--- src/rtl/mem_pkg.sv ---
`default_nettype none
// +------------------------------------------------------------------+
// | mem_pkg: shared FSM state type, excodes and access-size masks    |
// | Rev 1.0                                                          |
// +------------------------------------------------------------------+
package mem_pkg;

  typedef enum logic [1:0] {
    ST_IDLE  = 2'd0,
    ST_ADDR  = 2'd1,
    ST_DATA  = 2'd2,
    ST_DRAIN = 2'd3
  } state_t;

  localparam logic [4:0] ADEL = 5'h04;
  localparam logic [4:0] ADES = 5'h05;

  localparam logic [3:0] SIZE_BYTE = 4'b0001;
  localparam logic [3:0] SIZE_HALF = 4'b0011;
  localparam logic [3:0] SIZE_WORD = 4'b1111;

  // Any mask other than byte/half collapses to a word access.
  function automatic logic [3:0] norm_size(input logic [3:0] wen);
    if (wen == SIZE_BYTE || wen == SIZE_HALF) begin
      return wen;
    end
    return SIZE_WORD;
  endfunction

  function automatic logic is_misaligned(input logic [3:0] wen, input logic [1:0] off);
    case (norm_size(wen))
      SIZE_BYTE: return 1'b0;
      SIZE_HALF: return off[0];
      default:   return (off != 2'b00);
    endcase
  endfunction

endpackage
`default_nettype wire

--- src/rtl/mem_access_if.sv ---
`default_nettype none
// +------------------------------------------------------------------+
// | mem_access_if: data-side SRAM-like bus between MEM stage and bus |
// | Rev 1.0                                                          |
// +------------------------------------------------------------------+
interface mem_access_if;

  logic        data_req;
  logic        data_wr;
  logic [3:0]  data_wstrb;
  logic [31:0] data_addr;
  logic [31:0] data_wdata;
  logic        data_addr_ok;
  logic        data_data_ok;
  logic [31:0] data_rdata;

  modport master (
    output data_req, data_wr, data_wstrb, data_addr, data_wdata,
    input  data_addr_ok, data_data_ok, data_rdata
  );

  modport slave (
    input  data_req, data_wr, data_wstrb, data_addr, data_wdata,
    output data_addr_ok, data_data_ok, data_rdata
  );

endinterface
`default_nettype wire

--- src/rtl/mem_access_load_align.sv ---
`default_nettype none
// +------------------------------------------------------------------+
// | load_align: shifts the raw read word by byte offset, then        |
// | truncates to access size and sign/zero-extends. Rev 1.0          |
// +------------------------------------------------------------------+
module load_align
  import mem_pkg::*;
(
  input  wire [31:0] data_rdata,
  input  wire [1:0]  offset,
  input  wire [3:0]  size,
  input  wire [1:0]  sign,
  output logic [31:0] mem_rdata
);

  logic [31:0] w_shifted;
  logic        w_signed;

  assign w_shifted = data_rdata >> {offset, 3'b000};
  assign w_signed  = (sign == 2'b01);

  always_comb begin
    mem_rdata = w_shifted;
    case (norm_size(size))
      SIZE_BYTE: mem_rdata = {{24{w_signed & w_shifted[7]}}, w_shifted[7:0]};
      SIZE_HALF: mem_rdata = {{16{w_signed & w_shifted[15]}}, w_shifted[15:0]};
      default:   mem_rdata = w_shifted;
    endcase
  end

endmodule
`default_nettype wire

--- src/rtl/mem_access.sv ---
`default_nettype none
// +------------------------------------------------------------------+
// | mem_access: MEM-stage load/store unit driving a split addr/data  |
// | handshake bus, with address-error detection. Rev 1.0             |
// +------------------------------------------------------------------+
module mem_access
  import mem_pkg::*;
(
  input  wire         clk,
  input  wire         reset,
  input  wire         ex_is_ram,
  input  wire         ex_ram_we,
  input  wire  [3:0]  ex_ram_wen,
  input  wire  [1:0]  ex_ram_sign,
  input  wire  [31:0] ex_alu_out,
  input  wire  [31:0] ex_rdata2,
  input  wire         ex_cp0_ex,
  input  wire         int_flush,
  mem_access_if.master bus,
  output logic [31:0] mem_rdata,
  output logic        mem_rdata_valid,
  output logic        mem_stall,
  output logic        mem_ex,
  output logic [4:0]  mem_excode,
  output logic [31:0] mem_badvaddr
);

  state_t      r_state;
  state_t      w_next_state;
  logic [3:0]  w_size;
  logic [1:0]  w_off;
  logic        w_misaligned;
  logic        w_go;
  logic        w_data_done;
  logic [31:0] w_aligned;

  assign w_size       = norm_size(ex_ram_wen);
  assign w_off        = ex_alu_out[1:0];
  assign w_misaligned = is_misaligned(ex_ram_wen, w_off);
  assign w_go         = ex_is_ram & ~ex_cp0_ex & ~w_misaligned & ~int_flush;
  assign w_data_done  = (r_state == ST_DATA) & bus.data_data_ok;

  always_ff @(posedge clk) begin
    if (reset) begin
      r_state <= ST_IDLE;
    end else begin
      r_state <= w_next_state;
    end
  end

  // DRAIN absorbs the response of a flushed access so the bus stays in step.
  always_comb begin
    w_next_state = r_state;
    case (r_state)
      ST_IDLE: begin
        if (w_go) begin
          w_next_state = bus.data_addr_ok ? ST_DATA : ST_ADDR;
        end
      end
      ST_ADDR: begin
        if (bus.data_addr_ok) begin
          w_next_state = ST_DATA;
        end else if (int_flush) begin
          w_next_state = ST_IDLE;
        end
      end
      ST_DATA: begin
        if (bus.data_data_ok) begin
          w_next_state = ST_IDLE;
        end else if (int_flush) begin
          w_next_state = ST_DRAIN;
        end
      end
      ST_DRAIN: begin
        if (bus.data_data_ok) begin
          w_next_state = ST_IDLE;
        end
      end
      default: w_next_state = ST_IDLE;
    endcase
  end

  assign bus.data_req   = ~reset & w_go & ((r_state == ST_IDLE) | (r_state == ST_ADDR));
  assign bus.data_wr    = ex_ram_we;
  assign bus.data_addr  = ex_alu_out;
  assign bus.data_wstrb = ex_ram_we ? (w_size << w_off) : 4'b0000;

  always_comb begin
    bus.data_wdata = ex_rdata2;
    case (w_size)
      SIZE_BYTE: bus.data_wdata = {4{ex_rdata2[7:0]}};
      SIZE_HALF: bus.data_wdata = {2{ex_rdata2[15:0]}};
      default:   bus.data_wdata = ex_rdata2;
    endcase
  end

  assign mem_stall       = ~reset & ((w_go & ~w_data_done) | (r_state == ST_DRAIN));
  assign mem_rdata_valid = ~reset & w_data_done & ~ex_ram_we;

  load_align u_load_align (
    .data_rdata (bus.data_rdata),
    .offset     (w_off),
    .size       (ex_ram_wen),
    .sign       (ex_ram_sign),
    .mem_rdata  (w_aligned)
  );

  assign mem_rdata    = mem_rdata_valid ? w_aligned : 32'h0;

  assign mem_ex       = ex_is_ram & ~ex_cp0_ex & w_misaligned;
  assign mem_excode   = mem_ex ? (ex_ram_we ? ADES : ADEL) : 5'h00;
  assign mem_badvaddr = mem_ex ? ex_alu_out : 32'h0;

endmodule
`default_nettype wire

--- src/flat_wrapper.sv ---
// flat-port wrapper written by rule: the top's interface ports become plain ports
module mem_access_flat import mem_pkg::*;
  (clk, reset, ex_is_ram, ex_ram_we, ex_ram_wen, ex_ram_sign, ex_alu_out, ex_rdata2, ex_cp0_ex, int_flush, mem_rdata, mem_rdata_valid, mem_stall, mem_ex, mem_excode, mem_badvaddr, bus_data_req, bus_data_wr, bus_data_wstrb, bus_data_addr, bus_data_wdata, bus_data_addr_ok, bus_data_data_ok, bus_data_rdata);
  mem_access_if bus_i ();
  input  wire clk;
  input  wire reset;
  input  wire ex_is_ram;
  input  wire ex_ram_we;
  input  wire  [3:0] ex_ram_wen;
  input  wire  [1:0] ex_ram_sign;
  input  wire  [31:0] ex_alu_out;
  input  wire  [31:0] ex_rdata2;
  input  wire ex_cp0_ex;
  input  wire int_flush;
  output logic [31:0] mem_rdata;
  output logic mem_rdata_valid;
  output logic mem_stall;
  output logic mem_ex;
  output logic [4:0] mem_excode;
  output logic [31:0] mem_badvaddr;
  output wire logic [$bits(bus_i.data_req)-1:0] bus_data_req;
  output wire logic [$bits(bus_i.data_wr)-1:0] bus_data_wr;
  output wire logic [$bits(bus_i.data_wstrb)-1:0] bus_data_wstrb;
  output wire logic [$bits(bus_i.data_addr)-1:0] bus_data_addr;
  output wire logic [$bits(bus_i.data_wdata)-1:0] bus_data_wdata;
  input wire logic [$bits(bus_i.data_addr_ok)-1:0] bus_data_addr_ok;
  input wire logic [$bits(bus_i.data_data_ok)-1:0] bus_data_data_ok;
  input wire logic [$bits(bus_i.data_rdata)-1:0] bus_data_rdata;
  assign bus_data_req = bus_i.data_req;
  assign bus_data_wr = bus_i.data_wr;
  assign bus_data_wstrb = bus_i.data_wstrb;
  assign bus_data_addr = bus_i.data_addr;
  assign bus_data_wdata = bus_i.data_wdata;
  assign bus_i.data_addr_ok = bus_data_addr_ok;
  assign bus_i.data_data_ok = bus_data_data_ok;
  assign bus_i.data_rdata = bus_data_rdata;
  mem_access u_core (.clk(clk), .reset(reset), .ex_is_ram(ex_is_ram), .ex_ram_we(ex_ram_we), .ex_ram_wen(ex_ram_wen), .ex_ram_sign(ex_ram_sign), .ex_alu_out(ex_alu_out), .ex_rdata2(ex_rdata2), .ex_cp0_ex(ex_cp0_ex), .int_flush(int_flush), .bus(bus_i), .mem_rdata(mem_rdata), .mem_rdata_valid(mem_rdata_valid), .mem_stall(mem_stall), .mem_ex(mem_ex), .mem_excode(mem_excode), .mem_badvaddr(mem_badvaddr));
endmodule
--- config.mk ---
export PLATFORM = sky130hd
export DESIGN_NAME = mem_access_flat
export DESIGN_NICKNAME = d
export VERILOG_FILES = /design/src/rtl/mem_pkg.sv /design/src/rtl/mem_access_if.sv /design/src/rtl/mem_access_load_align.sv /design/src/rtl/mem_access.sv /design/src/flat_wrapper.sv
export SDC_FILE = /design/constraint.sdc
export NUM_CORES = 1
export LEC_CHECK = 0
export BUFFER_PORTS_ARGS = -buffer_cell sky130_fd_sc_hd__buf_2
export CAP_MARGIN = 10
export CELL_PAD_IN_SITES_DETAIL_PLACEMENT = 2
export CELL_PAD_IN_SITES_GLOBAL_PLACEMENT = 2
export CORE_MARGIN = 4
export CORE_UTILIZATION = 14
export DETAILED_ROUTE_END_ITERATION = 6
export GPL_TIMING_DRIVEN = 0
export PLACE_DENSITY = 0.94
export SLEW_MARGIN = 30
export SYNTH_ARGS = -nofsm -noshare
export SYNTH_HDL_FRONTEND = slang
export SYNTH_SLANG_ARGS = --single-unit
--- constraint.sdc ---
create_clock -name clk -period 3.3 [get_ports clk]
set_input_delay 0.33 -clock clk [delete_from_list [all_inputs] [get_ports clk]]
set_output_delay 0.33 -clock clk [all_outputs]
set_load 0.01 [all_outputs]
# ---- Word level (Yosys, flattened, before mapping)
# Cells that the tools add are included.
dict set report totals {
  regBits 2
  inputBits 110
  word_cells 59
}
dict set report op_classes {
  n_bitwise 21
  eq_ne 12
  n_reduce_logical 4
  mux 19
  shifts 2
}
# operator n
set ops {}
lappend ops {{32-bit one-hot mux with 2 select lines} 2}
lappend ops {{32-bit 2-to-1 mux} 2}
lappend ops {{32-bit by 5-bit >> shifter with 32-bit output} 1}
lappend ops {{2-bit 2-to-1 mux} 7}
lappend ops {{1-bit bitwise AND} 13}
lappend ops {{4-bit 2-to-1 mux} 3}
lappend ops {{4-bit by 1-bit equality test with 1-bit output (second input constant)} 2}
lappend ops {{4-bit by 2-bit equality test with 1-bit output (second input constant)} 2}
lappend ops {{2-bit one-hot mux with 4 select lines} 1}
lappend ops {{3-bit inequality test (second input constant)} 2}
lappend ops {{1-bit inverter} 6}
lappend ops {{5-bit 2-to-1 mux} 1}
lappend ops {{2-bit by 1-bit equality test with 1-bit output (second input constant)} 2}
lappend ops {{2-bit equality test (second input constant)} 2}
lappend ops {{4-bit AND reduction} 1}
lappend ops {{4-bit by 2-bit << shifter with 4-bit output} 1}
lappend ops {{2-bit zero test} 1}
lappend ops {{1-bit 2-to-1 mux} 2}
lappend ops {{2-bit by 1-bit inequality test with 1-bit output (second input constant)} 1}
lappend ops {{2-bit inequality test (second input constant)} 1}
lappend ops {{1-bit bitwise OR} 2}
lappend ops {{1-bit one-hot mux with 2 select lines} 1}
lappend ops {{2-bit nonzero test} 1}
lappend ops {{1-bit logical OR} 1}

# ---- Longest topological paths before layout
dict set report logic_depth {
  word_depth 12
  depth_mapped 7
  mapped_depth_nobuf 4
}

# ---- Cells and area by module
# Synthesis repeated with hierarchy kept, for this count alone.
dict set report unflattened {
  cells_unflattened 304
  hier_area_um2 2287.2
}
# mod n_inst seq_area_each_um2 area_per_inst_um2 cells_per_inst
set by_module_without_submodules {}
lappend by_module_without_submodules {mem_access 1 40.0 1425.1 195}
lappend by_module_without_submodules {load_align 1 0.0 862.1 109}

# ---- Worst setup path after synthesis
# Ideal clock, no wire load.
dict set report synth_path {
  path_type {register to output}
  from {reg u_core.r_state[0]}
  to {out mem_rdata[30]}
  path_slack_ns 1.048
  arrival_ns 1.922
  path_stages_with_launch 8
  path_cell_list {dfxtp_1 -> or3_4 -> or2_0 -> buf_2 -> or4_1 -> buf_2 -> buf_6 -> nand2_1}
}
dict set report synth_between {
  elab_chain_len 5
}
# item line
set synth_lines {}
lappend synth_lines {{from (decl)} mem_access.sv:28} ;# state_t r_state;
lappend synth_lines {{from (signal assigned)} mem_access.sv:47} ;# r_state <= w_next_state;
lappend synth_lines {{2-bit equality test} mem_access.sv:41} ;# assign w_data_done = (r_state == ST_DATA) & bus.data_data_ok;
lappend synth_lines {{1-bit bitwise AND} mem_access.sv:41}
lappend synth_lines {{1-bit bitwise AND (2 in a row)} mem_access.sv:98} ;# assign mem_rdata_valid = ~reset & w_data_done & ~ex_ram_we;
lappend synth_lines {{32-bit 2-to-1 mux} mem_access.sv:108} ;# assign mem_rdata = mem_rdata_valid ? w_aligned : 32'h0;
lappend synth_lines {{to (decl)} flat_wrapper.sv:15} ;# output logic [31:0] mem_rdata;
# Every way passes these cells.

# ---- Worst setup path after layout
dict set report layout_path {
  from {in ex_alu_out[1]}
  to {out mem_badvaddr[27]}
}
dict set report layout_between {
  elab_chain_len 4
}
# item line
set layout_lines {}
lappend layout_lines {{from (decl)} flat_wrapper.sv:11} ;# input wire [31:0] ex_alu_out;
lappend layout_lines {{2-bit nonzero test} mem_pkg.sv:34} ;# default: return (off != 2'b00);
lappend layout_lines {{1-bit one-hot mux with 2 select lines} mem_pkg.sv:31} ;# case (norm_size(wen))
lappend layout_lines {{1-bit bitwise AND} mem_access.sv:110} ;# assign mem_ex = ex_is_ram & ~ex_cp0_ex & w_misaligned;
lappend layout_lines {{32-bit 2-to-1 mux} mem_access.sv:112} ;# assign mem_badvaddr = mem_ex ? ex_alu_out : 32'h0;
lappend layout_lines {{to (decl)} flat_wrapper.sv:20} ;# output logic [31:0] mem_badvaddr;
# Every way passes these cells.

==> impl_results.md <==
- Period utilisation layout: 88.4%
- Clk_lat worst skew: between 0.2 and 0.25 ns
- Die H: 125 um
- Detailed Routing Iterations Pass 1: 4
- Post-synth top area share: ~18%
- Shortest period the worst path allows: 2.92 ns
- Switching pwr: around 0.22 mW
- Req. time, crit path: around 3.0 ns
- CP max stage delay: 0.48 ns
- Io pins: ~250
- Vias in the first global route: 3577
- Initial antenna violation count: 0
- Largest register FFs: 2
- CP delay by family, top: buffers and inverters
- Post-route worst setup slack: roughly 0.38 ns
- DRC: 0
- Asr flop ratio synth: 0%
- Regs by FF count: u_core.r_state x2
- Die area: approximately 16000 um2
- Synth Cell Area: 1900 um2
- Hold-fix buffers, CTS: 0
- Global-route wire length before repair: 19700 um
- Total CTS buffers: 3
- PortBufs: roughly 250
- Total GRT Usage: 15.5%
- Seq cells post-synth: 2
- Fin. Hold Viols: 0
- RSZ-0062 raised after global routing: no
- Achievable Freq: ~340 MHz
- CTS sink cnt: 2
- Synth area leader: buf_4
- Status: completed
- Largest net degree at the start of global routing: 12
- Area Growth Syn to Fin: 81.8%
- Pre-CTS setup slack: around 0.37 ns
- Setup Viol. Count Final: 0
- Via density: approximately 4.2
- Max cap viols: 0
- Clock Path Buffers: 2
- Clock share of power: 31.3%
- Post-DR wirelength/cell: 17.9 um
- PD cells: 169 nW/um2
- Setup TNS: 0 ns
- Share of cells above drive strength 1: 59.8%
- GPL Wtd Cong: 0.770
- Hold WS: between 0.3 and 0.4 ns
- DP Area: between 3000 and 4000 um2
- Placed cell count: between 700 and 800
- H-tree depth: 1
- Final Non-Filler Cells: between 700 and 800
- Final nets: between 600 and 700
- Root Driver: clkbuf_16
- Number of synthesized flops with an enable pin: 0
- Worst Path Buf+Inv: 4
- Pleak: around 2 nW
- P_int: 0.362 mW
- CP Class: input pin to output port
- Starting Density: 14.3%
- Yosys warnings: 0
- Seq/Total Area, Yosys: around 2.1%
- Max-slew violation count: 0
- Post-synth top flop: dfxtp_1
- Gate power share: 64.2%
- CTS resizes: 0
- Initial DRC Count: 77
- CP max-delay cell: nor2b_1
- CTS tree: done
- Startpoint Class: input pin
- Biggest register: u_core.r_state
- Chain of cells forming the critical path: buf_2 -> buf_2 -> or2_2 -> a21boi_0 -> nor2b_1 -> clkbuf_1 -> and2_1 -> buf_2
- Top-count cell post-synth: buf_4
- Final core occ: a little over a quarter
- Most frequent CP cell: buf_2
- DR vias: between 3k and 4k
- Final WL: approximately 13000 um
- HP Class: input pin to flop
- Max VDD drop: around 0.00018 V
- Critical Path End Type: output port
- Crit path DAT: approximately 2.6 ns
- Clock Pin Slew Worst Setup and Hold Paths: about 0.030 ns
- Slew at the pin with the worst max-slew slack: 0.799 ns
- Die Width: between 100 and 150 um
- Seq pwr share: 4.5%
- Syn Area/Cell: around 6.7 um2
- Final Power: a little under 0.6 mW
- Crit-path max FO: 11
- Synth cell count leaders: buf_4 (45), and2_1 (40), mux2i_1 (24)
- Post-CTS setup buffer count: 0
- ANT cells: 0
- Rows: between 40 and 50
- Core ar.: ~13000 um2
- Clock skew: approximately 0.00064 ns
- Synth unique cells: 35
- ANT nets after route: 0
- Worst slew margin: approximately 47%
- Post-Syn Instances: around 290
- Overflow after GRT: 0
- Dpl hpwl: roughly 11000 um
- Synth area leaders: buf_4 (18%), and2_1 (13%), mux2i_1 (13%)
- Switching share of power: about two fifths
- Cell area after layout: between 3000 and 4000 um2
## power by group through the flow
| stage | registers [mW] | logic [mW] | clock network (mW) |
|---|---|---|---|
| 6_report | 0.0264 | 0.377 | 0.183 |
| 5_1_grt | 0.0266 | 0.413 | 0.189 |
| 4_1_cts | 0.0264 | 0.382 | 0.185 |
| 3_5_place_dp | 0.0268 | 0.379 | 0 |
| 3_3_place_gp | 0.0267 | 0.365 | 0 |
| 2_1_floorplan | 0.0264 | 0.189 | 0 |
## final timing paths
kind                                                startpoint                        endpoint  slack [ns]  cells past startpoint
worst max-delay path                             ex_alu_out[1]                mem_badvaddr[27]        0.38                      8
worst min-delay path                          bus_data_addr_ok  u_core.r_state[1]$_SDFFE_PP0P_        0.37                      2
worst max register to register  u_core.r_state[1]$_SDFFE_PP0P_  u_core.r_state[0]$_SDFFE_PP0P_        2.25                      2
worst min register to register  u_core.r_state[0]$_SDFFE_PP0P_  u_core.r_state[0]$_SDFFE_PP0P_        0.64                      2
## cell families (layout without fill, tap and decap cells)
| logic type | Yosys count | after routing | share of synthesized area [%] |
|---|---|---|---|
| AO/OA/AOI/OAI | 57 | 57 | 19.5 |
| AND/OR/NAND/NOR | 111 | 111 | 31.0 |
| flip-flops | 2 | 2 | 2.10 |
| multiplexers | 42 | 42 | 23.3 |
| buffers and inverters | 73 | 325 | 23.9 |
| other | 1 | 3 | 0.197 |
## cells in the final DEF (no fill, tap or decap), types with 2 or more instances in the layout
| cell type | synthesis | final |
|---|---|---|
| inv_1 | 4 | 4 |
| o41ai_1 | 7 | 7 |
| clkbuf_1 | 14 | 14 |
| buf_2 | 4 | 252 |
| and2_1 | 40 | 40 |
| or3_1 | 2 | 2 |
| o21ai_0 | 10 | 10 |
| a211oi_1 | 14 | 14 |
| clkbuf_16 | 0 | 3 |
| nor3_1 | 3 | 3 |
| dfxtp_1 | 2 | 2 |
| a21oi_1 | 19 | 19 |
| nand3b_1 | 2 | 2 |
| buf_4 | 45 | 46 |
| nand2_1 | 22 | 22 |
| nand2b_1 | 3 | 3 |
| nor2_1 | 22 | 22 |
| buf_1 | 5 | 5 |
| mux2i_1 | 24 | 24 |
| conb_1 | 1 | 3 |
| nor2b_1 | 10 | 10 |
| mux2_2 | 18 | 18 |
## layer usage
layer / wire length [um] / vias to the layer above / track usage [%] / share of wire, %
met4: 119 / 0 / 2.13 / 0.93
met5: 0 / - / 0 / 0
li1: - / 1447 / - / -
met1: 5020 / 1426 / 17.7 / 39
met2: 6820 / 138 / 30.1 / 53
met3: 856 / 11 / 3.26 / 6.7
## final cells by class
type | count | area (um2)
tap | 176 | 220
fill | 1651 | 9830
sequential | 2 | 40.0
timing repair buffer | 249 | 1250
clock buffer | 3 | 75.1
inverter | 4 | 15.0
buffer | 69 | 440
multi-input combinational | 213 | 1420
Power figures use the tool's default switching activity.
